--- src/rtl/cart_mem_arbiter.sv ---
// Fixed-priority arbiter sharing one cartridge memory port among cart reads, loader writes and
// save accesses. Optional one-entry prefetch cache is enabled with `define CART_PREFETCH_EN.
module cart_mem_arbiter #(
  parameter int unsigned ADDR_W  = 25,
  parameter int unsigned TIMEOUT = 15
) (
  input  logic              clk_sys,
  input  logic              reset,
  input  logic              cart_req,
  input  logic [ADDR_W-1:0] cart_addr,
  output logic [7:0]        cart_data,
  output logic              cart_valid,
  output logic              cart_overrun,
  input  logic              ldr_req,
  input  logic [ADDR_W-1:0] ldr_addr,
  input  logic [7:0]        ldr_wdata,
  output logic              ldr_ack,
  input  logic              save_req,
  input  logic              save_we,
  input  logic [ADDR_W-1:0] save_addr,
  input  logic [7:0]        save_wdata,
  output logic [7:0]        save_rdata,
  output logic              save_ack,
  output logic              mem_req,
  output logic              mem_we,
  output logic [ADDR_W-1:0] mem_addr,
  output logic [7:0]        mem_wdata,
  input  logic [7:0]        mem_rdata,
  input  logic              mem_ack,
  output logic              busy
);

  localparam logic [2:0] StIdle     = 3'd0;
  localparam logic [2:0] StCart     = 3'd1;
  localparam logic [2:0] StLdr      = 3'd2;
  localparam logic [2:0] StSave     = 3'd3;
`ifdef CART_PREFETCH_EN
  localparam logic [2:0] StPrefetch = 3'd4;
`endif

  // Abort fires on the last of TIMEOUT consecutive ack-less cycles in a busy state.
  localparam logic [7:0] CntLast = 8'(TIMEOUT - 1);

  logic [2:0]        state_q, state_d;
  logic [7:0]        cnt_q, cnt_d;
  logic              pend_q, pend_d;
  logic [ADDR_W-1:0] pend_addr_q, pend_addr_d;
  logic              overrun_q, overrun_d;
  logic              mem_req_q, mem_req_d;
  logic              mem_we_q, mem_we_d;
  logic [ADDR_W-1:0] mem_addr_q, mem_addr_d;
  logic [7:0]        mem_wdata_q, mem_wdata_d;
  logic [7:0]        cart_data_q, cart_data_d;
  logic              cart_valid_q, cart_valid_d;
  logic              ldr_ack_q, ldr_ack_d;
  logic              save_ack_q, save_ack_d;
  logic [7:0]        save_rdata_q, save_rdata_d;
  logic [7:0]        fin_data;

`ifdef CART_PREFETCH_EN
  logic              pf_want_q, pf_want_d;
  logic [ADDR_W-1:0] pf_addr_q, pf_addr_d;
  logic              cache_valid_q, cache_valid_d;
  logic [ADDR_W-1:0] cache_tag_q, cache_tag_d;
  logic [7:0]        cache_data_q, cache_data_d;
  logic              cart_hit;
`endif

  always_comb begin
    state_d      = state_q;
    cnt_d        = cnt_q;
    pend_d       = pend_q;
    pend_addr_d  = pend_addr_q;
    overrun_d    = overrun_q;
    mem_req_d    = mem_req_q;
    mem_we_d     = mem_we_q;
    mem_addr_d   = mem_addr_q;
    mem_wdata_d  = mem_wdata_q;
    cart_data_d  = cart_data_q;
    cart_valid_d = 1'b0;
    ldr_ack_d    = 1'b0;
    save_ack_d   = 1'b0;
    save_rdata_d = save_rdata_q;
    fin_data     = mem_ack ? mem_rdata : 8'hFF;
`ifdef CART_PREFETCH_EN
    pf_want_d     = pf_want_q;
    pf_addr_d     = pf_addr_q;
    cache_valid_d = cache_valid_q;
    cache_tag_d   = cache_tag_q;
    cache_data_d  = cache_data_q;
    // A CART completion would collide with the hit pulse, so hits are served elsewhere only.
    cart_hit      = cache_valid_q && (cart_addr == cache_tag_q) && (state_q != StCart);
`endif

`ifdef CART_PREFETCH_EN
    if (cart_req && cart_hit) begin
      cart_valid_d = 1'b1;
      cart_data_d  = cache_data_q;
    end else if (cart_req) begin
`else
    if (cart_req) begin
`endif
      if (pend_q) overrun_d = 1'b1;
      pend_d      = 1'b1;
      pend_addr_d = cart_addr;
    end

    if (state_q == StIdle) begin
      cnt_d = 8'd0;
      // pend_d already folds in a cart_req arriving this cycle.
      if (pend_d) begin
        state_d     = StCart;
        pend_d      = 1'b0;
        mem_req_d   = 1'b1;
        mem_we_d    = 1'b0;
        mem_addr_d  = pend_addr_d;
        mem_wdata_d = 8'd0;
      end else if (ldr_req) begin
        state_d     = StLdr;
        mem_req_d   = 1'b1;
        mem_we_d    = 1'b1;
        mem_addr_d  = ldr_addr;
        mem_wdata_d = ldr_wdata;
`ifdef CART_PREFETCH_EN
        if (ldr_addr == cache_tag_q) cache_valid_d = 1'b0;
`endif
      end else if (save_req) begin
        state_d     = StSave;
        mem_req_d   = 1'b1;
        mem_we_d    = save_we;
        mem_addr_d  = save_addr;
        mem_wdata_d = save_wdata;
`ifdef CART_PREFETCH_EN
        if (save_we && (save_addr == cache_tag_q)) cache_valid_d = 1'b0;
`endif
      end
`ifdef CART_PREFETCH_EN
      else if (pf_want_q) begin
        state_d     = StPrefetch;
        pf_want_d   = 1'b0;
        mem_req_d   = 1'b1;
        mem_we_d    = 1'b0;
        mem_addr_d  = pf_addr_q;
        mem_wdata_d = 8'd0;
      end
`endif
    end else begin
      if (mem_ack || (cnt_q == CntLast)) begin
        state_d   = StIdle;
        mem_req_d = 1'b0;
        if (state_q == StCart) begin
          cart_valid_d = 1'b1;
          cart_data_d  = fin_data;
`ifdef CART_PREFETCH_EN
          if (mem_ack) begin
            pf_want_d = 1'b1;
            pf_addr_d = mem_addr_q + ADDR_W'(1);
          end
`endif
        end
        if (state_q == StLdr) ldr_ack_d = 1'b1;
        if (state_q == StSave) begin
          save_ack_d = 1'b1;
          if (!mem_we_q) save_rdata_d = fin_data;
        end
`ifdef CART_PREFETCH_EN
        if ((state_q == StPrefetch) && mem_ack) begin
          cache_valid_d = 1'b1;
          cache_tag_d   = mem_addr_q;
          cache_data_d  = mem_rdata;
        end
`endif
      end else begin
        cnt_d = cnt_q + 8'd1;
      end
    end
  end

  always_ff @(posedge clk_sys) begin
    if (reset) begin
      state_q      <= StIdle;
      cnt_q        <= 8'd0;
      pend_q       <= 1'b0;
      pend_addr_q  <= '0;
      overrun_q    <= 1'b0;
      mem_req_q    <= 1'b0;
      mem_we_q     <= 1'b0;
      mem_addr_q   <= '0;
      mem_wdata_q  <= 8'd0;
      cart_data_q  <= 8'd0;
      cart_valid_q <= 1'b0;
      ldr_ack_q    <= 1'b0;
      save_ack_q   <= 1'b0;
      save_rdata_q <= 8'd0;
    end else begin
      state_q      <= state_d;
      cnt_q        <= cnt_d;
      pend_q       <= pend_d;
      pend_addr_q  <= pend_addr_d;
      overrun_q    <= overrun_d;
      mem_req_q    <= mem_req_d;
      mem_we_q     <= mem_we_d;
      mem_addr_q   <= mem_addr_d;
      mem_wdata_q  <= mem_wdata_d;
      cart_data_q  <= cart_data_d;
      cart_valid_q <= cart_valid_d;
      ldr_ack_q    <= ldr_ack_d;
      save_ack_q   <= save_ack_d;
      save_rdata_q <= save_rdata_d;
    end
  end

`ifdef CART_PREFETCH_EN
  always_ff @(posedge clk_sys) begin
    if (reset) begin
      pf_want_q     <= 1'b0;
      pf_addr_q     <= '0;
      cache_valid_q <= 1'b0;
      cache_tag_q   <= '0;
      cache_data_q  <= 8'd0;
    end else begin
      pf_want_q     <= pf_want_d;
      pf_addr_q     <= pf_addr_d;
      cache_valid_q <= cache_valid_d;
      cache_tag_q   <= cache_tag_d;
      cache_data_q  <= cache_data_d;
    end
  end
`endif

  assign cart_data    = cart_data_q;
  assign cart_valid   = cart_valid_q;
  assign cart_overrun = overrun_q;
  assign ldr_ack      = ldr_ack_q;
  assign save_ack     = save_ack_q;
  assign save_rdata   = save_rdata_q;
  assign mem_req      = mem_req_q;
  assign mem_we       = mem_we_q;
  assign mem_addr     = mem_addr_q;
  assign mem_wdata    = mem_wdata_q;
  assign busy         = (state_q != StIdle);

endmodule

--- config.mk ---
export PLATFORM = sky130hd
export DESIGN_NAME = cart_mem_arbiter
export DESIGN_NICKNAME = d
export VERILOG_FILES = /design/src/rtl/cart_mem_arbiter.sv
export SDC_FILE = /design/constraint.sdc
export NUM_CORES = 1
export LEC_CHECK = 0
export ABC_AREA = 1
export BUFFER_PORTS_ARGS = -buffer_cell sky130_fd_sc_hd__buf_2
export CORE_MARGIN = 4
export CORE_UTILIZATION = 49
export DETAILED_ROUTE_END_ITERATION = 10
export HOLD_SLACK_MARGIN = 0.15
export PLACE_DENSITY = 0.85
export SKIP_LAST_GASP = 1
export SLEW_MARGIN = 20
export SYNTH_ARGS = -nofsm -noshare
export SYNTH_HDL_FRONTEND = slang
export SYNTH_SLANG_ARGS = --single-unit
--- constraint.sdc ---
create_clock -name clk_sys -period 2 [get_ports clk_sys]
set_clock_uncertainty 0.2 [all_clocks]
set_input_delay 0 -clock clk_sys [delete_from_list [all_inputs] [get_ports clk_sys]]
set_output_delay 0 -clock clk_sys [all_outputs]
set_load 0.03 [all_outputs]
==> results of run 1 <==
-- per-stage QoR --
step	instance area, um^2	utilization [%]	cells
2_1_floorplan	4190	-	601
3_3_place_gp	5030	61.0	844
3_5_place_dp	5030	61.0	844
-- cells by family after synthesis --
logic type      synth area share (%)
compound gates                  20.7
xor+xnor                       0.628
fa+ha+maj                      0.598
buf+inv                         8.04
flops                           43.5
mux                            0.239
simple gates                    26.2
==> results.cfg, run 1 <==
[status]
haltStage = 4_1_cts
firstError = [ERROR RSZ-0060] Max buffer count reached.
outcome = did not finish

[floorplanning]
io_pins = 162
die_height_um = 100
rows = 33
die_width_um = 100
initial_core_util_pct = 50.7

[synth]
ys_warn_count = 0
synth.most_common_cell = nand2_1
synthArstFlopShare_pct = 0
ys_seq_area_share_pct = 43.5
synth_top_area_share_pct = 43.5
netlist_area_um2 = 4190
syn_nets = 709
synth_area_leaders = dfxtp_1 44%, a21oi_1 12%, nand2_1 10%, nor2_1 10%, o21ai_0 6.6%
synth_seq_cells = 91
synth_edf_count = 0
synthTopCellsByCount = 117 x nand2_1, 114 x nor2_1, 98 x a21oi_1
avgSynthCellArea_um2 = 6.96
yosysTopAreaCell = dfxtp_1
synthCells = 601
yosysUniqueCellTypes = 33
yosys_most_used_dff = dfxtp_1

[clocking]
clock_sinks = 91
numCtsBuffers = 9
post_cts_buffers = 0
ctsResizeCount = 0
cts.htree.levels = 3
root_buffer = clkbuf_8
postCtsHoldBufs = 173
clk_path_buf_depth = 2

[placement]
port_buffers = 161
dp_hpwl_um = 9270
place_ws_ns = 0.140
gp_congestion = 0.889
==> run 2: changes to the inputs <==
--- a/config.mk
+++ b/config.mk
@@ -8,10 +8,9 @@
 export ABC_AREA = 1
 export BUFFER_PORTS_ARGS = -buffer_cell sky130_fd_sc_hd__buf_2
 export CORE_MARGIN = 4
-export CORE_UTILIZATION = 49
+export CORE_UTILIZATION = 40
 export DETAILED_ROUTE_END_ITERATION = 10
-export HOLD_SLACK_MARGIN = 0.15
-export PLACE_DENSITY = 0.85
+export PLACE_DENSITY_LB_ADDON = 0.15
 export SKIP_LAST_GASP = 1
 export SLEW_MARGIN = 20
 export SYNTH_ARGS = -nofsm -noshare
==> run 2 against run 1 <==
  * The run now ends clean
  * Area after synthesis unchanged
  * Synthesized cell count unchanged
==> results.cfg, run 2 <==
[status]
outcome = finished clean

[synth]
yosysTopAreaCell = dfxtp_1
yosys_most_used_dff = dfxtp_1
synthArstFlopShare_pct = 0
ys_warn_count = 0
netlist_area_um2 = 4190
yosysUniqueCellTypes = 33
synthTopCellsByCount = 117 x nand2_1, 114 x nor2_1, 98 x a21oi_1
synth_area_leaders = dfxtp_1 44%, a21oi_1 12%, nand2_1 10%, nor2_1 10%, o21ai_0 6.6%
synthCells = 601
synth.most_common_cell = nand2_1
synth_seq_cells = 91
avgSynthCellArea_um2 = 6.96
ys_seq_area_share_pct = 43.5
syn_nets = 709
synth_top_area_share_pct = 43.5
synth_edf_count = 0

[finish]
final_common_cell = buf_2
finish.net_count = 984
drive_above_1_share_pct = 22.7
mostFrequentLayoutCells = 161 x buf_2, 123 x dlygate4sd3_1, 117 x nand2_1
syn_to_final_growth_pct = 56.0
fillers = 935

[drt]
drtIter0Drc = 335
wl_um = 14700
first_pass_iters = 4
avgViaCountPerCell = 5.01
detail-route-antenna-nets = 0
drc = 0
vias = 5098
wire_per_inst_um = 14.4

[sta]
worst_slew_pin_slew_ns = 0.959
fmax_ghz = 0.520
timing.final.ws_setup_ns = 0.0752
setup_tns_ns = 0
min_period_over_period_pct = 96.2
slew_headroom_pct = 36.0
hold_viol_final = 0
finalSetupViolations = 0
slew_violations = 0
rsz0062_at_grt = false
period_minus_slack_ns = 1.92

[global_route]
grt_pass1_wl_um = 23200
gr-usage-all-layers_pct = 24.3
grt_max_degree = 39
grt_pass1_vias = 5028
grt_overflow = 0
antenna_found_initial = 1

[placement]
gp_congestion = 0.790
port_buffers = 161
dp_hpwl_um = 9250
place_ws_ns = 0.234

[floorplanning]
die_width_um = 110
initial_core_util_pct = 40.7
rows = 37
io_pins = 162
core_area_um2 = 10300
die_area_um2 = 12200
die_height_um = 110

[worst_setup_path]
cpPeakStageDelay_ns = 0.57
cp-startpoint = cart_addr[23]
critical_path.max_fanout = 2
r2r_slack_ns = 0.13
crit_family = buffers and inverters
r2r_start = pend_q
timing.rr.end = mem_addr[13]
crit_arrival_ns = 1.96
cp-end-kind = register
start_kind = input port
cpMostUsedCell = dlygate4sd3_1
crit_cells = 6
rr_worst_depth = 6
cp_num_buf_inv = 4
required_ns = 2.04
cp-endpoint = pend_addr_q[23]
path_cells = dlygate4sd3_1 -> buf_2 -> nand2_1 -> dlygate4sd3_1 -> a21oi_1 -> dlygate4sd3_1
crit_slowest_cell = dlygate4sd3_1
path_class = input port to register

[clocking]
cts.htree.levels = 3
clk_path_buf_depth = 2
clk_pin_slew_ns = 0.09
root_buffer = clkbuf_8
post_cts_buffers = 0
clock_sinks = 91
cts_tree = done
insertion_delay_ns = 0.35
numCtsBuffers = 9

[power]
leakage_nw = 3.05
vdd_drop_max_uv = 409
power_density_nw_per_um2 = 704
total_power_mw = 4.60

[worst_hold_path]
hold_class = input port to register

[job]
drv_cap = 0
==> run 2: where the power goes <==
group	switching (mW)	leakage, nW	internal, mW	total [mW]
Sequential	0.0739	0.748	1.96	2.04
Combinational	0.793	2.22	0.532	1.33
Clock	0.662	0.0817	0.573	1.24
Total	1.53	3.05	3.07	4.60
==> run 2: worst min path at each step <==
stage,slack [ns],cells past startpoint,end,startpoint
finish,0.06,5,state_q[0],ldr_req
global route,0.07,5,state_q[0],ldr_req
CTS,0.02,5,state_q[0],ldr_req
detailed placement,0.04,3,mem_we,save_we
global placement,0.04,3,mem_we,save_we
floorplan,-0.06,2,mem_we,save_we
==> run 2: cell type report <==
type,instances,area (um^2),area share (%)
Clock inverter,4,52.6,0.805
Antenna cell,1,2.50,0.0383
Timing Repair Buffer,300,2180,33.4
Sequential cell,91,1820,27.9
Tap cell,136,170,2.61
Multi-Input combinational cell,437,2030,31.0
Clock buffer,11,131,2.01
Inverter,37,141,2.17
==> run 2: logic make-up (layout without fill, tap and decap cells) <==
group                    Yosys count  after routing  share of synthesized area [%]
AND/OR/NAND/NOR                  265            265                           26.2
AO/OA/AOI/OAI                    166            166                           20.7
flip-flops                        91             91                           43.5
buffers and inverters             73            352                           8.04
XOR/XNOR                           3              3                          0.628
adder cells (fa/ha/maj)            2              2                          0.598
multiplexers                       1              1                          0.239
other                              0              1                              0
==> run 2: stage by stage <==
step	util, %	hold slack (ns)	std cells	cell area (um^2)
4_1_cts	63.5	0.0247	1016	6520
3_5_place_dp	49.7	0.0445	878	5110
3_3_place_gp	49.7	0.0373	878	5110
6_report	63.5	0.0590	1017	6530
2_1_floorplan	-	-0.0593	601	4190
5_1_grt	63.5	0.0669	1017	6530
==> run 2: worst register-to-register path, delay by kind of cell (launching register included) <==
kind / cells / cell delay (ns)
simple gates: 2 / 0.28
buf+inv: 2 / 0.73
compound gates: 2 / 0.22
flops: 1 / 0.37
==> run 2: timing repair <==
action,in CTS,in global routing
setup endpoints to repair,0,8
hold buffers,123,0
gates resized for setup,0,2
hold endpoints to repair,89,0
==> run 2: layer usage <==
metal | vias up | GRT usage [%] | wire (um)
met5 | - | 0 | 0
li1 | 2511 | - | -
met4 | 0 | 14.2 | 716
met3 | 61 | 5.42 | 917
met2 | 191 | 40.3 | 6960
met1 | 2335 | 28.8 | 6100
No activity file was read; power rests on OpenSTA's default activity.
==> run 3: changes to the inputs <==
--- a/config.mk
+++ b/config.mk
@@ -11,6 +11,7 @@
 export CORE_UTILIZATION = 40
 export DETAILED_ROUTE_END_ITERATION = 10
 export PLACE_DENSITY_LB_ADDON = 0.15
+export SETUP_SLACK_MARGIN = 0.3
 export SKIP_LAST_GASP = 1
 export SLEW_MARGIN = 20
 export SYNTH_ARGS = -nofsm -noshare
==> run 3 against run 2 <==
  * Via count up 0.43%
  * Count of clock-buffer cells in the layout unchanged
  * Hold slack worse by 0.0088 ns
  * Die area stayed put
  * Clock power is essentially flat
  * Setup slack improved by 0.31 ns
  * Sequential power barely moved
  * Critical path type is now register to register
==> results.cfg, run 3 (synthesis gave the netlist of run 2 again) <==
[finish]
syn_to_final_growth_pct = 57.9
drive_above_1_share_pct = 24.4
finish.net_count = 989
fillers = 924
final_common_cell = buf_2
mostFrequentLayoutCells = 161 x buf_2, 120 x dlygate4sd3_1, 115 x nand2_1
final_cell_area_um2 = 6610

[worst_setup_path]
required_ns = 2.04
path_class = register to register
critical_path.max_fanout = 2
cp-end-kind = register
start_kind = register
crit_arrival_ns = 1.66

[clocking]
cts.htree.levels = 3
insertion_delay_ns = 0.35
numCtsBuffers = 9
root_buffer = clkbuf_8
clk_path_buf_depth = 2
clock_sinks = 91
clk_pin_slew_ns = 0.09
cts_tree = done

[power]
p_seq_share_pct = 44.3
switchingPower_mw = 1.53
total_power_mw = 4.60
clockPowerShare_pct = 26.8
power_density_nw_per_um2 = 696
sw_frac_of_total_pct = 33.2
p_int_mw = 3.07
p_comb_share_pct = 29.0
vdd_drop_max_uv = 412
leakage_nw = 3.10

[floorplanning]
die_area_um2 = 12200
initial_core_util_pct = 40.7
core_area_um2 = 10300
rows = 37
die_width_um = 110
io_pins = 162
die_height_um = 110

[drt]
wl_um = 14900
detail-route-antenna-nets = 0
avgViaCountPerCell = 5.01
drtIter0Drc = 288
first_pass_iters = 5
drc = 0
vias = 5120
wire_per_inst_um = 14.6

[placement]
dp_hpwl_um = 9250
port_buffers = 161
place_ws_ns = 0.234
gp_congestion = 0.790
placedInstanceArea_um2 = 5110

[sta]
min_period_over_period_pct = 80.9
rsz0062_at_grt = false
setup_tns_ns = 0
slew_headroom_pct = 35.4
slew_violations = 0
fmax_ghz = 0.618
finalSetupViolations = 0
hold_viol_final = 0
holdWs_ns = 0.0502
period_minus_slack_ns = 1.62
timing.final.ws_setup_ns = 0.382
worst_slew_pin_slew_ns = 0.968

[status]
outcome = finished clean

[global_route]
gr-usage-all-layers_pct = 24.3
grt_pass1_vias = 5036
antenna_found_initial = 1
grt_pass1_wl_um = 23200
grt_overflow = 0
grt_max_degree = 39

[job]
drv_cap = 0

[worst_hold_path]
hold_class = input port to register
[run 3: cell count changes in the layout (fill, tap and decap cells not counted), moves of 2 or more]
cell / delta
dfxtp_1: -2
dlygate4sd3_1: -3
nor2_1: -2
dfxtp_2: +2
nand2_2: +2
buf_4: +6
nand2_1: -2
[run 3: stage by stage]
step,utilization (%),cells
after global placement,49.7,878
after CTS,63.3,1014
after global routing,64.3,1022
after detailed placement,49.7,878
final,64.3,1022
after floorplan,-,601
[run 3: metal layers]
| metal | part of all wire [%] | vias up | GRT usage [%] |
|---|---|---|---|
| met5 | 0 | - | 0 |
| li1 | - | 2524 | - |
| met3 | 6.4 | 60 | 5.42 |
| met1 | 40 | 2329 | 28.5 |
| met4 | 4.7 | 0 | 13.5 |
| met2 | 49 | 207 | 41.0 |
[run 3: worst paths after layout]
path	startpoint	end	slack (ns)	cells after the start
worst max-delay path	pend_addr_q[11]	pend_addr_q[11]	0.38	4
worst min register to register	mem_wdata[3]	mem_wdata[3]	0.27	2
worst min-delay path	ldr_req	state_q[0]	0.05	5
worst max register to register	pend_addr_q[11]	pend_addr_q[11]	0.38	4
[run 3: critical path: stages, from the launching register on]
cell           delay [ns]
dfxtp_1              0.30
or2_2                0.26
o21ai_0              0.13
nor2_1               0.06
dlygate4sd3_1        0.56
[run 3: layout make-up]
| cell class | instances | area (um^2) | share of cell area (%) |
|---|---|---|---|
| Inverter | 37 | 144 | 2.18 |
| Clock buffer | 11 | 131 | 1.99 |
| Antenna cell | 1 | 2.50 | 0.0379 |
| Tap cell | 136 | 170 | 2.57 |
| Clock inverter | 4 | 52.6 | 0.795 |
| Sequential cell | 91 | 1820 | 27.6 |
| Timing Repair Buffer | 305 | 2230 | 33.8 |
| Multi-Input combinational cell | 437 | 2050 | 31.0 |
[run 3: power groups by stage]
stage,Combinational (mW),Clock (mW),Sequential [mW]
2_1_floorplan,0.500,0,2.30
3_3_place_gp,1.10,0,2.07
3_5_place_dp,1.11,0,2.07
4_1_cts,1.29,1.25,2.03
5_1_grt,1.45,1.33,2.05
6_report,1.33,1.23,2.04
[run 3: what timing repair did]
item                                   CTS  global route
gates resized for setup                  1            14
pin swaps                                1             3
gates cloned                             0             1
setup endpoints to repair               10            40
setup buffers                            1             6
endpoints found under the hold margin   89             0
hold buffers                           120             0
==> run 4: changes to the inputs <==
==> constraint.sdc (replaced) <==
create_clock -name clk_sys -period 1.6 [get_ports clk_sys]
set_clock_uncertainty 0.2 [all_clocks]
set_input_delay 0 -clock clk_sys [delete_from_list [all_inputs] [get_ports clk_sys]]
set_output_delay 0 -clock clk_sys [all_outputs]
set_load 0.03 [all_outputs]
==> run 4 against run 3 <==
  * Non-clock buffer count grew 11
  * Hold slack worse by 0.052 ns
  * Flip-flop and latch count is the same
  * Global-route usage about the same
  * The flow now finishes with violations (hold timing)
  * Cell count rose by 1.2%
  * Sequential share of layout area fell by 1.8 points
  * Critical path depth rose by 5
  * Largest cell class unchanged
  * Total power increased by 32%
  * Die area stayed put
  * Count of clock-buffer cells in the layout fell by 1
  * Wire length up 1.5%
==> results.cfg, run 4 (synthesis gave the netlist of run 2 again) <==
[drt]
drtIter0Drc = 391
first_pass_iters = 5
avgViaCountPerCell = 4.97
vias = 5138
wl_um = 15100
drc = 0
detail-route-antenna-nets = 0
wire_per_inst_um = 14.6

[sta]
rsz0062_at_grt = true
slew_headroom_pct = 67.3
fmax_ghz = 0.630
slew_violations = 0
hold_viol_final = 1
finalSetupViolations = 0
min_period_over_period_pct = 99.2
worst_slew_pin_slew_ns = 0.490
holdWs_ns = -0.00162
period_minus_slack_ns = 1.59
setup_tns_ns = 0

[worst_hold_path]
hold_end = pend_q
min_from = cart_req
min_path_cells = 4
hold_class = input port to register

[finish]
mostFrequentLayoutCells = 160 x buf_2, 111 x nor2_1, 111 x nand2_1
final_common_cell = buf_2
finish.net_count = 1001
n_antenna_cell = 0
final_cell_area_um2 = 7120
drive_above_1_share_pct = 32.7
syn_to_final_growth_pct = 70.2
final_cells = 1034

[placement]
placedCellCount = 887
placedInstanceArea_um2 = 5220
dp_hpwl_um = 8870
port_buffers = 161
gp_congestion = 0.857

[worst_setup_path]
r2r_start = cnt_q[0]
path_class = register to register
timing.rr.end = cart_data[2]
start_kind = register
rr_worst_depth = 9
required_ns = 1.65
cpPeakStageDelay_ns = 0.33
r2r_slack_ns = 0.01
critical_path.max_fanout = 7
cp-end-kind = register
crit_slowest_cell = dfxtp_2
crit_arrival_ns = 1.64
path_cells = inv_2 -> ha_4 -> nand3_4 -> o21bai_4 -> buf_12 -> clkbuf_16 -> nand3_1 -> nand2_1 -> nor2_1

[power]
leakage_nw = 3.31
vdd_drop_max_uv = 587
power_density_nw_per_um2 = 856

[clocking]
clk_path_buf_depth = 2
insertion_delay_ns = 0.35
cts_tree = done
numCtsBuffers = 9
root_buffer = clkbuf_8
clock_sinks = 91
clk_pin_slew_ns = 0.09
cts.htree.levels = 3

[status]
outcome = complete, but fails checks
violations = hold timing

[floorplanning]
rows = 37
die_height_um = 110
core_area_um2 = 10300
io_pins = 162
die_area_um2 = 12200
die_width_um = 110
initial_core_util_pct = 40.7

[global_route]
grt_pass1_wl_um = 23400
grt_max_degree = 39
antenna_found_initial = 0
grt_overflow = 0
gr-usage-all-layers_pct = 24.3
grt_pass1_vias = 4918

[job]
drv_cap = 0
==> run 4: changes by cell type in the layout (fill, tap and decap cells not counted), moves of 4 or more <==
cell	previous run	this run
buf_12	2	9
buf_6	1	8
a21oi_1	98	90
nand2_1	115	111
o21ai_2	0	24
o21ai_0	55	28
dfxtp_1	89	85
dlygate4sd3_1	120	104
a21oi_2	0	8
buf_4	20	29
==> run 4: what timing repair did <==
action                                  4_1_cts  5_1_grt
pin swaps                                    11       12
hold endpoints to repair                     90        0
buffers inserted                             12        8
endpoints found under the setup margin       65       67
gates resized for setup                      61       37
gates cloned                                  1        3
hold buffers                                107        0
==> run 4: layer usage <==
metal	wire length [um]	share of wire, %	up-vias	global-route usage [%]
li1	-	-	2566	-
met1	6250	41	2326	29.3
met2	7500	50	204	43.8
met3	1010	6.7	42	4.31
met4	348	2.3	0	7.65
met5	0	0	-	0
==> run 4: layout make-up <==
class / instances / area [um^2]
flip-flops and latches: 91 / 1840
fillers: 842 / 3160
multi-input cells: 437 / 2300
repair buffers: 316 / 2430
repair inverters: 1 / 20.0
well taps: 136 / 170
clock inverters: 6 / 65.1
inverters: 37 / 173
clock buffers: 10 / 128
==> run 4: worst max-delay path: cells and delay by family (launching register included) <==
kind,cells,cell delay (ns)
buffers and inverters,3,0.35
flip-flops,1,0.33
adder cells (fa/ha/maj),1,0.13
AND/OR/NAND/NOR,4,0.28
AO/OA/AOI/OAI,1,0.20
==> run 4: how the worst max path moves through the flow <==
stage	cells past startpoint	from	endpoint
3_3_place_gp	9	cnt_q[0]	save_rdata[2]
6_report	9	cnt_q[0]	cart_data[2]
3_5_place_dp	9	cnt_q[0]	save_rdata[7]
5_1_grt	9	cnt_q[0]	save_rdata[2]
4_1_cts	8	cnt_q[1]	save_rdata[7]
2_1_floorplan	8	cnt_q[0]	cart_data[4]
==> run 4: metrics by stage <==
step,worst slack [ns],power [mW],util [%]
final,0.0124,6.10,69.3
after detailed placement,0.0449,4.01,50.8
after global placement,0.0968,3.99,50.8
after CTS,0.0466,5.98,66.5
after floorplan,0.154,3.55,-
after global routing,-0.0440,6.41,69.3
==> run 4: power breakdown <==
part / internal, mW / switching [mW] / total, mW
registers: 2.45 / 0.130 / 2.58
clock network: 0.726 / 0.813 / 1.54
logic: 0.848 / 1.13 / 1.97
total: 4.03 / 2.07 / 6.10
